==> src/rtl/crc_pkg.sv <==
// Shared CRC-32 constants, FSM state type and a one-bit Galois LFSR step used
// by both the serial generator and checker.
package crc_pkg;

  localparam int CRC_W = 32;
  localparam logic [CRC_W-1:0] POLY_DEFAULT = 32'h8000_0005;
  localparam int MIN_FRAME = 33;

  typedef enum logic [1:0] {
    IDLE = 2'd0,
    RECV = 2'd1,
    DONE = 2'd2
  } state_t;

  // Advance the MSB-first Galois register by one input bit.
  function automatic logic [CRC_W-1:0] crc_step(input logic [CRC_W-1:0] c,
                                                input logic             d,
                                                input logic [CRC_W-1:0] poly);
    logic fb;
    fb = c[CRC_W-1] ^ d;
    return {c[CRC_W-2:0], 1'b0} ^ (fb ? poly : '0);
  endfunction

endpackage

==> src/rtl/crc_serial_lfsr.sv <==
// Bit-serial CRC register: zero init, no final XOR, one bit per enabled cycle.
module crc_serial_lfsr
  import crc_pkg::*;
#(
  parameter logic [CRC_W-1:0] POLY = POLY_DEFAULT
) (
  input  logic             clk,
  input  logic             rst,
  input  logic             clr,
  input  logic             en,
  input  logic             din,
  output logic [CRC_W-1:0] crc
);

  always_ff @(posedge clk) begin
    if (rst || clr) begin
      crc <= '0;
    end else if (en) begin
      crc <= crc_step(crc, din, POLY);
    end
  end

endmodule

==> config.mk <==
export PLATFORM = sky130hd
export DESIGN_NAME = crc_serial_lfsr
export DESIGN_NICKNAME = d
export VERILOG_FILES = /design/src/rtl/crc_pkg.sv /design/src/rtl/crc_serial_lfsr.sv
export SDC_FILE = /design/constraint.sdc
export NUM_CORES = 1
export LEC_CHECK = 0
export CAP_MARGIN = 20
export CORE_UTILIZATION = 44
export CTS_CLUSTER_DIAMETER = 200
export DETAILED_ROUTE_END_ITERATION = 7
export HOLD_SLACK_MARGIN = 0.02
export PLACE_DENSITY_LB_ADDON = 0.05
export SYNTH_ARGS = -nofsm -noshare
export SYNTH_HDL_FRONTEND = slang
export SYNTH_SLANG_ARGS = --single-unit
==> constraint.sdc <==
create_clock -name clk -period 1.4 [get_ports clk]
set_clock_uncertainty 0.15 [all_clocks]
set_input_delay 0.28 -clock clk [delete_from_list [all_inputs] [get_ports clk]]
set_output_delay 0.28 -clock clk [all_outputs]
set_load 0.005 [all_outputs]
* Word level (Yosys, flattened, before mapping)
Index checks and enable logic that the tools add are counted.
** Cells by class
- Reductions and logical operators :: 1
- Bitwise logic cells :: 2
- Mux-type cells :: 1
** Operators by type and width (number)
- 32-bit 2-to-1 mux :: 1
- 32-bit bitwise XOR :: 1
- 1-bit logical OR :: 1
- 1-bit bitwise XOR :: 1
** Word-level totals
- Output and inout port bits :: 32
- Word-level logic and storage cells :: 5
- Input port bits :: 5
- Register bits :: 32

* Logic depth before layout (Yosys ltp)
Gate-level depths: netlist of the first run.
- Word-level depth :: 3
- Mapped depth :: 4
- Gate-level depth less buffers :: 3

* Worst setup path after synthesis of the first run
Ideal clock, no wire load.
- Path type :: input port to flip-flop
- Start point :: input en
- End point :: register crc[2]
- Library setup time :: 0.062 ns
- Cell stages on the path :: 4
- Setup slack :: 0.072 ns
- Required time :: 1.188 ns
- Arrival :: 1.116 ns
- Path buffers :: 1
- Cell sequence :: clkbuf_1 inv_1 or4_1 nand3_1
** RTL lines
- start: declaration :: line crc_serial_lfsr.sv:10 : input logic en,
- end signal: assignment :: line crc_serial_lfsr.sv:19 : crc <= crc_step(crc, din, POLY);
- end: declaration :: line crc_serial_lfsr.sv:12 : output logic [CRC_W-1:0] crc

* Worst setup path in the final report of the first run
- Start point :: input clr
- End point :: register crc[2]
** Between the ends
- Longest elaborated chain between the ends :: 1
** Ends and longest elaborated chain
- start: declaration :: line crc_serial_lfsr.sv:9 : input logic clr,
- 1-bit logical OR :: line crc_serial_lfsr.sv:16 : if (rst || clr) begin
No other way between the ends.
A chain may end at the register's enable or synchronous reset.

==> results of run 1 <==
worst register-to-register path, cell delays in order, from the launching register on:
cell and delay (ps):
dfxtp_2 330, buf_4 130, xnor2_1 140, or4_1 410, nand3_1 80
power by group:
| group | internal [W] | switching, W | total, W |
|---|---|---|---|
| Clock | 0.000167 | 0.000279 | 0.000446 |
| Sequential | 0.000913 | 0.00000205 | 0.000915 |
| Combinational | 0.0000532 | 0.0000547 | 0.000108 |
layout make-up:
class                           instances  share of cell area (%)
Inverter                                1                   0.211
Tap cell                               30                    2.11
Sequential cell                        32                    38.3
Timing Repair Buffer                   65                    30.0
Clock buffer                            5                    2.11
Multi-Input combinational cell         71                    27.2
worst min path at each step:
stage | startpoint | to | depth (start not counted)
3_5_place_dp | crc[0] | crc[0] | 2
2_1_floorplan | rst | crc[31] | 2
6_report | en | crc[31] | 3
3_3_place_gp | crc[0] | crc[0] | 2
4_1_cts | en | crc[31] | 3
5_1_grt | en | crc[31] | 3
synth_stat cells (all sizes together):
master  instances  share of area (%)
or2             1               0.54
or3             1               0.54
o31ai           1               0.65
nand4           1               0.54
or4             1               0.65
a211oi          1               0.65
nand3           2               0.86
clkbuf          5                1.6
o211ai          1               0.65
inv             1               0.32
mux2i          29                 25
nor2           31                 10
xnor2           2                1.5
buf             3                1.3
dfxtp          32                 55
stage by stage:
stage               setup TNS, ps  power [W]  util (%)  hold WS [ps]
detailed placement          -5090    0.00104      63.8           351
finish                          0    0.00147      71.7           154
global route                    0    0.00153      71.7           140
CTS                             0    0.00149      71.3           137
global placement            -3870    0.00104      63.8           346
floorplan                       0    0.00100         -           307
layer usage:
metal  vias to the layer above  part of all wire [%]  global-route usage [%]
li1                        504                     -                       -
met1                       470                    43                    19.7
met2                        24                    49                    30.2
met3                         8                   6.5                    8.33
met4                         0                   2.1                    10.5
met5                         -                     0                       0
cells by family after synthesis:
logic type | count (synthesis) | share of synthesized area, %
XOR/XNOR | 2 | 1.51
flip-flops | 32 | 55.2
multiplexers | 29 | 25.0
AO/OA/AOI/OAI | 3 | 1.94
AND/OR/NAND/NOR | 37 | 13.1
buffers and inverters | 9 | 3.23
repair_timing:
| action | in CTS | in global routing |
|---|---|---|
| resized for setup | 63 | 1 |
| setup endpoints to repair | 32 | 2 |
| cloned | 0 | 0 |
| hold buffers | 0 | 0 |
| buffers inserted | 20 | 1 |
| hold endpoints to repair | 0 | 0 |
==> results.sh, run 1 <==
export IMPL_fmax_ghz=0.728
export IMPL_syn_area_sq_um=1160
export IMPL_ios=37
export IMPL_seq_area_sq_um=681
export IMPL_wl_per_cell_um=12.0
export IMPL_status="completed"
export IMPL_cts_tree="done"
export IMPL_syn_inst=112
export IMPL_insertion_delay_ps=330
export IMPL_place_inst=178
export IMPL_hold_viol_final=0
export IMPL_critPathLaunchType="primary input"
export IMPL_fill_cells=215
export IMPL_finalWirelength_mm=2.45
export IMPL_grt_overflow_total=0
export IMPL_holdCritPathClass="primary input to flip-flop"
export IMPL_yosysSeqAreaShare_pct=55.2
export IMPL_fp_dieW_um=53.4
export IMPL_ir_worst_vdd_uv=642
export IMPL_rsz0062_at_grt="false"
export IMPL_worstSetupEndpoint="crc[2]"
export IMPL_largestRegisters="crc: 32 flops"
export IMPL_htreeDepth=2
export IMPL_core_sq_um=2480
export IMPL_cp_cell_sequence="clkdlybuf4s50_1 -> or2_1 -> or4_1 -> nand3_1"
export IMPL_rr_endpoint="crc[2]"
export IMPL_start_util_pct=46.9
export IMPL_yosys_warnings=0
export IMPL_max_cap_violations=0
export IMPL_syn2layout_area_growth_pct=52.9
export IMPL_final_instance_count_excl_fill=204
export IMPL_via_count=1006
export IMPL_drc=0
export IMPL_stdcell_area_sq_um=1780
export IMPL_drt_iter0_drc=17
export IMPL_relSlewSlack_pct=80.4
export IMPL_min_period_over_period_pct=98.2
export IMPL_fp_dieH_um=53.4
export IMPL_avgSynthCellArea_sq_um=10.4
export IMPL_largest_register_ffs=32
export IMPL_dp_hpwl_mm=1.48
export IMPL_port_buffers=36
export IMPL_gp_congestion=0.623
export IMPL_critPathBufInv=1
export IMPL_antenna_found_initial=0
export IMPL_drive_gt1_share_pct=38.5
export IMPL_numCtsBuffers=5
export IMPL_grt_pass1_vias=840
export IMPL_grt_pass1_wl_mm=3.61
export IMPL_final_cell_mix="32 x dfxtp_2, 32 x dlygate4sd2_1, 31 x nor2_1"
export IMPL_r2r_worst_path_cells=4
export IMPL_period_needed_ps=1370
export IMPL_p_leak_nw=0.937
export IMPL_multi_input_area_sq_um=483
export IMPL_clockBufferDepth=2
export IMPL_p_per_area_nw_per_um2=827
export IMPL_cp_required_ps=1520
export IMPL_setup_viol=0
export IMPL_grt_start_max_net_pins=31
export IMPL_regMostFlops="crc"
export IMPL_yosysUniqueCellTypes=15
export IMPL_clkSlewWorstSetupHoldPaths_ps=90
export IMPL_tightest_slew_ps=295
export IMPL_critical_path_top_delay_family="simple AND/OR/NAND/NOR gates"
export IMPL_ant_nets=0
export IMPL_final_nets=181
export IMPL_critical_path_max_fanout=2
export IMPL_drt_pass1_iterations=4
export IMPL_crit_slowest_cell="or4_1"
export IMPL_rrSetupSlack_ps=110
export IMPL_root_buffer="clkbuf_4"
export IMPL_post_place_ws_ps=-318
export IMPL_arrival_ps=1490
export IMPL_grt_usage_pct=18.6
export IMPL_crit_cells=4
export IMPL_cts_sink_count=32
export IMPL_diodes=0
export IMPL_vias_per_cell=4.93
export IMPL_placed_area_sq_um=1580
export IMPL_ys_ff_latch=32
export IMPL_rr_startpoint="crc[31]"
export IMPL_postLayoutSetupSlackWorst_ps=25.6
export IMPL_worst_setup_path_type="primary input to flip-flop"
export IMPL_slowest_delay_ps=470
export IMPL_crit_path_end_kind="flip-flop"
export IMPL_syn_nets=117
export IMPL_drv_slew=0
export IMPL_row_count=18
export IMPL_crit_start="clr"
export IMPL_die_area_sq_um=2850
Note: power is estimated with default switching activity, not from simulation.
==> run 2, diff against run 1 <==
- ABC_AREA: unset -> 1
- CORE_UTILIZATION: 44 -> 45
- SLEW_MARGIN: unset -> 20
==> run 2 against run 1 <==
Effect of this change: sequential share of layout area is 2.2 points lower; die area is 0.49% higher; maximum frequency is 1.9% higher; register-to-register slack better by 150 ps; non-clock buffer count is 3 higher; area after synthesis is 2.8% higher; critical path depth is 3 lower; worst hold slack better by 170 ps; design area is 6.2% higher; global-route usage is 1.6 points higher; wire length is 7.3% higher; via count is 19% higher; largest cell class unchanged; largest power group unchanged.
==> results.sh, run 2 <==
export IMPL_ant_nets=0
export IMPL_rrSetupSlack_ps=260
export IMPL_largestRegisters="crc: 32 flops"
export IMPL_max_cap_violations=0
export IMPL_arrival_ps=920
export IMPL_p_leak_nw=0.874
export IMPL_final_nets=224
export IMPL_seq_area_sq_um=681
export IMPL_avgSynthCellArea_sq_um=7.75
export IMPL_ys_async_sr_fraction_pct=0
export IMPL_grt_usage_pct=20.2
export IMPL_rr_endpoint="crc[2]"
export IMPL_wl_per_cell_um=10.5
export IMPL_start_util_pct=47.7
export IMPL_yosysSeqAreaShare_pct=53.7
export IMPL_post_place_ws_ps=-113
export IMPL_critical_path_max_fanout=4
export IMPL_r2r_worst_path_cells=7
export IMPL_dp_hpwl_mm=1.64
export IMPL_drt_pass1_iterations=4
export IMPL_yosys_warnings=0
export IMPL_fmax_ghz=0.741
export IMPL_crit_start="crc[1]"
export IMPL_relSlewSlack_pct=86.2
export IMPL_final_cell_mix="67 x nand2_1, 32 x dfxtp_2, 32 x dlygate4sd2_1"
export IMPL_numCtsBuffers=5
export IMPL_place_inst=218
export IMPL_grt_start_max_net_pins=22
export IMPL_yosys_top_cells_area="dfxtp_1 54%, nand2_1 21%, a21oi_1 13%, buf_6 2.8%, buf_4 2.5%"
export IMPL_cp_required_ps=970
export IMPL_cp_cell_sequence="dlygate4sd2_1"
export IMPL_antenna_found_initial=0
export IMPL_root_buffer="clkbuf_4"
export IMPL_syn_nets=159
export IMPL_synth_most_common_cell="nand2_1"
export IMPL_htreeDepth=2
export IMPL_hold_viol_final=0
export IMPL_p_per_area_nw_per_um2=961
export IMPL_crit_cells=1
export IMPL_drt_iter0_drc=29
export IMPL_fp_dieW_um=53.5
export IMPL_crit_path_end_kind="primary output"
export IMPL_row_count=18
export IMPL_layout_commonest_cell="nand2_1"
export IMPL_tightest_slew_ps=205
export IMPL_yosysTopAreaCell="dfxtp_1"
export IMPL_syn_inst=154
export IMPL_crit_slowest_cell="dfxtp_2"
export IMPL_yosysTopAreaCellShare_pct=53.7
export IMPL_final_instance_count_excl_fill=250
export IMPL_worstSetupEndpoint="crc[1]"
export IMPL_synth_common_cells="67 x nand2_1, 32 x dfxtp_1, 30 x a21oi_1"
export IMPL_diodes=0
export IMPL_yosysUniqueCellTypes=14
export IMPL_worst_setup_path_type="flip-flop to primary output"
export IMPL_die_area_sq_um=2860
export IMPL_drv_slew=0
export IMPL_fp_dieH_um=53.5
export IMPL_critical_path_top_delay_family="flip-flops"
export IMPL_rr_startpoint="crc[31]"
export IMPL_gp_congestion=0.750
export IMPL_tns_ps=0
export IMPL_vias_per_cell=4.80
export IMPL_grt_pass1_vias=965
export IMPL_regMostFlops="crc"
export IMPL_ios=37
export IMPL_drc=0
export IMPL_syn_area_sq_um=1190
export IMPL_status="completed"
export IMPL_placed_area_sq_um=1610
export IMPL_largest_register_ffs=32
export IMPL_critPathBufInv=1
export IMPL_clockBufferDepth=2
export IMPL_multi_input_area_sq_um=453
export IMPL_holdCritPathClass="flip-flop to flip-flop"
export IMPL_synthFlopType="dfxtp_1"
export IMPL_clkSlewWorstSetupHoldPaths_ps=100
export IMPL_ir_worst_vdd_uv=846
export IMPL_syn2layout_area_growth_pct=58.0
export IMPL_critPathLaunchType="flip-flop"
export IMPL_port_buffers=36
export IMPL_drive_gt1_share_pct=34.1
export IMPL_period_needed_ps=1350
export IMPL_synth_edf_count=0
export IMPL_setup_viol=0
export IMPL_grt_overflow_total=0
export IMPL_stdcell_area_sq_um=1890
export IMPL_min_period_over_period_pct=96.4
export IMPL_cts_tree="done"
export IMPL_via_count=1200
export IMPL_fill_cells=194
export IMPL_postLayoutSetupSlackWorst_ps=51.1
export IMPL_rsz0062_at_grt="false"
export IMPL_ys_ff_latch=32
export IMPL_core_sq_um=2500
export IMPL_cts_sink_count=32
export IMPL_insertion_delay_ps=320
export IMPL_finalWirelength_mm=2.63
export IMPL_slowest_delay_ps=350
export IMPL_grt_pass1_wl_mm=4.15
run 2: changes by cell type after synthesis, moves of 4 or more:
cell and delta:
a21oi_1 +30, mux2i_1 -29, clkbuf_1 -5, nor2_1 -27, nand2_1 +67, buf_4 +4
run 2: timing repair:
action | 4_1_cts | 5_1_grt
endpoints found under the setup margin | 32 | 0
gates resized for setup | 64 | 0
hold endpoints to repair | 0 | 0
setup buffers | 24 | 0
hold buffers | 0 | 0
run 2: where the power goes:
part / switching [W] / total [W] / internal [W]
registers: 0.00000260 / 0.000917 / 0.000914
logic: 0.0000644 / 0.000120 / 0.0000557
clock network: 0.000302 / 0.000776 / 0.000474
run 2: cells by family (layout without fill, tap and decap cells):
logic type             count (synthesis)  count (layout)  synth area share (%)
buffers and inverters                 15              81                  8.39
AOI/OAI and AO/OA                     33              33                  14.2
and+or+nand+nor                       74              74                  23.8
DFF                                   32              32                  53.7
run 2: worst register-to-register path: stages (launching register included):
cell,delay [ps]
dfxtp_2,330
buf_4,130
nand2_1,100
nand2_1,60
nor2_1,120
nand2_1,60
nand2_1,60
nor2_1,40
run 2: cell type report:
class,count,area share [%]
Clock buffer,7,3.45
Multi-Input combinational cell,107,24.0
Sequential cell,32,36.1
Tap cell,30,1.99
Inverter,5,1.13
Timing Repair Buffer,68,31.7
Clock inverter,1,1.59
run 2: how the worst min path moves through the flow:
stage / from / endpoint / cells after the start
floorplan: rst / crc[2] / 3
global placement: crc[5] / crc[5] / 2
detailed placement: crc[11] / crc[11] / 2
CTS: crc[24] / crc[24] / 2
global route: crc[26] / crc[26] / 2
finish: crc[24] / crc[24] / 2
run 2: per-layer routing:
| layer | routed length (um) | GRT usage, % |
|---|---|---|
| met5 | 0 | 0 |
| met4 | 40 | 9.65 |
| met3 | 156 | 6.90 |
| met2 | 1240 | 31.9 |
| met1 | 1200 | 24.3 |
run 2: stage by stage:
| step | hold WS, ps | utilization [%] | total power (W) |
|---|---|---|---|
| after floorplan | 278 | - | 0.00101 |
| after global placement | 309 | 64.4 | 0.00105 |
| after detailed placement | 313 | 64.4 | 0.00105 |
| after CTS | 323 | 75.4 | 0.00182 |
| after global routing | 342 | 75.4 | 0.00189 |
| final | 321 | 75.4 | 0.00181 |
==> run 3, diff against run 2 <==
- CORE_ASPECT_RATIO: unset -> 0.6
- CORE_UTILIZATION: 45 -> 55
- DONT_BUFFER_PORTS: unset -> 1
==> run 3 against run 2 <==
Effect of this change: via count shrank 9.7%; critical path depth grew 2; worst hold slack lost 300 ps; flip-flop and latch count is the same; cell count shrank 20%; count of clock-buffer cells in the layout shrank 1; register-to-register slack lost 230 ps; sequential power is essentially flat; clock power shrank 29%; critical endpoint is now crc[28]; maximum frequency shrank 1.3%; highest routed layer unchanged.
==> results.sh, run 3 (synthesis gave the netlist of run 2 again) <==
export IMPL_status="completed"
export IMPL_wl_per_cell_um=13.7
export IMPL_holdCritPathClass="primary input to flip-flop"
export IMPL_final_nets=177
export IMPL_min_period_over_period_pct=97.7
export IMPL_crit_path_end_kind="flip-flop"
export IMPL_cts_setup_buffers=0
export IMPL_row_count=12
export IMPL_core_sq_um=1940
export IMPL_antenna_found_initial=0
export IMPL_vias_per_cell=5.39
export IMPL_cts_sink_count=32
export IMPL_p_total_w=0.00154
export IMPL_gp_congestion=0.667
export IMPL_slowest_delay_ps=550
export IMPL_p_per_area_nw_per_um2=1060
export IMPL_diodes=0
export IMPL_die_area_sq_um=2370
export IMPL_ant_nets=0
export IMPL_rsz0062_at_grt="true"
export IMPL_cp_required_ps=1520
export IMPL_postLayoutSetupSlackWorst_ps=32.6
export IMPL_syn2layout_area_growth_pct=21.2
export IMPL_grt_overflow_total=0
export IMPL_drt_pass1_iterations=4
export IMPL_largestRegisters="crc: 32 flops"
export IMPL_root_buffer="clkbuf_4"
export IMPL_period_needed_ps=1370
export IMPL_grt_start_max_net_pins=33
export IMPL_finalWirelength_mm=2.75
export IMPL_hold_viol_final=0
export IMPL_holdWs_ps=19.6
export IMPL_insertion_delay_ps=330
export IMPL_port_buffers=0
export IMPL_numCtsBuffers=5
export IMPL_grt_usage_pct=26.2
export IMPL_drc=0
export IMPL_grt_pass1_wl_mm=4.49
export IMPL_grt_pass1_vias=936
export IMPL_dp_hpwl_mm=1.48
export IMPL_arrival_ps=1490
export IMPL_max_cap_violations=0
export IMPL_fmax_ghz=0.731
export IMPL_setup_viol=0
export IMPL_via_count=1084
export IMPL_critical_path_max_fanout=3
export IMPL_tightest_slew_ps=505
export IMPL_post_place_ws_ps=233
export IMPL_drive_gt1_share_pct=13.3
export IMPL_cp_cell_sequence="nand2_1 -> dlygate4sd3_1 -> a21oi_1"
export IMPL_crit_slowest_cell="dlygate4sd3_1"
export IMPL_final_cell_mix="67 x nand2_1, 30 x a21oi_1, 22 x dfxtp_1"
export IMPL_ir_worst_vdd_uv=795
export IMPL_drv_slew=0
export IMPL_regMostFlops="crc"
export IMPL_largest_register_ffs=32
export IMPL_cts_tree="done"
export IMPL_clockBufferDepth=2
export IMPL_critPathLaunchType="flip-flop"
export IMPL_layout_commonest_cell="nand2_1"
export IMPL_p_leak_nw=0.443
export IMPL_worst_setup_path_type="flip-flop to flip-flop"
export IMPL_relSlewSlack_pct=66.3
export IMPL_ios=37
export IMPL_drt_iter0_drc=82
export IMPL_htreeDepth=2
export IMPL_fp_dieW_um=62.1
export IMPL_fp_dieH_um=38.1
export IMPL_start_util_pct=61.6
export IMPL_clkSlewWorstSetupHoldPaths_ps=100
-- run 3: cell types whose count changed in the layout (fill, tap and decap cells not counted), sizes merged --
cell,previous run,this run
clkbuf,7,6
dlymetal6s4s,0,1
bufinv,1,0
buf,32,1
clkdlybuf4s50,4,0
clkinv,0,2
dlygate4sd3,0,19
dlygate4sd2,32,0
-- run 3: path summary, 6_finish.rpt --
kind,slack [ps],to,depth (start not counted),from
worst max register to register,30,crc[28],3,crc[27]
worst max-delay path,30,crc[28],3,crc[27]
worst min-delay path,20,crc[31],3,en
worst min register to register,340,crc[6],2,crc[6]
-- run 3: critical path, delay by kind of cell, from the launching register on --
family | cells | cell delay, ps
and+or+nand+nor | 1 | 70
AOI/OAI and AO/OA | 1 | 140
buffers and inverters | 1 | 550
DFF | 1 | 400
-- run 3: area by class of cell --
class,count,area [sq um]
Tap cell,28,35.0
Multi-Input combinational cell,107,453
Clock buffer,6,51.3
Inverter,5,21.3
Timing Repair Buffer,21,223
Fill cell,150,490
Sequential cell,32,653
Clock inverter,2,10.0
-- run 3: metrics by stage --
step	cells	utilization [%]	TNS (ps)	instance area (sq um)
2_1_floorplan	154	-	0	1190
3_3_place_gp	173	60.4	0	1170
3_5_place_dp	173	60.4	0	1170
4_1_cts	201	73.9	0	1430
5_1_grt	201	74.7	-15.3	1450
6_report	201	74.7	0	1450
-- run 3: routing by layer --
metal | part of all wire (%) | track usage, % | up-vias
li1 | - | - | 526
met1 | 41 | 32.1 | 493
met2 | 46 | 39.0 | 58
met3 | 11 | 12.5 | 7
met4 | 1.9 | 13.4 | 0
met5 | 0 | 0 | -
-- run 3: repair_timing --
action,in CTS,in global routing
setup endpoints to repair,0,24
endpoints found under the hold margin,32,0
gates resized for setup,0,12
hold buffers,20,0
-- run 3: report_power, final --
group           total, W  internal, W  switching, W  leakage (nW)
registers       0.000919     0.000914    0.00000493         0.263
clock network   0.000551     0.000239      0.000312        0.0380
logic          0.0000699    0.0000235     0.0000465         0.142
total            0.00154      0.00118      0.000364         0.443
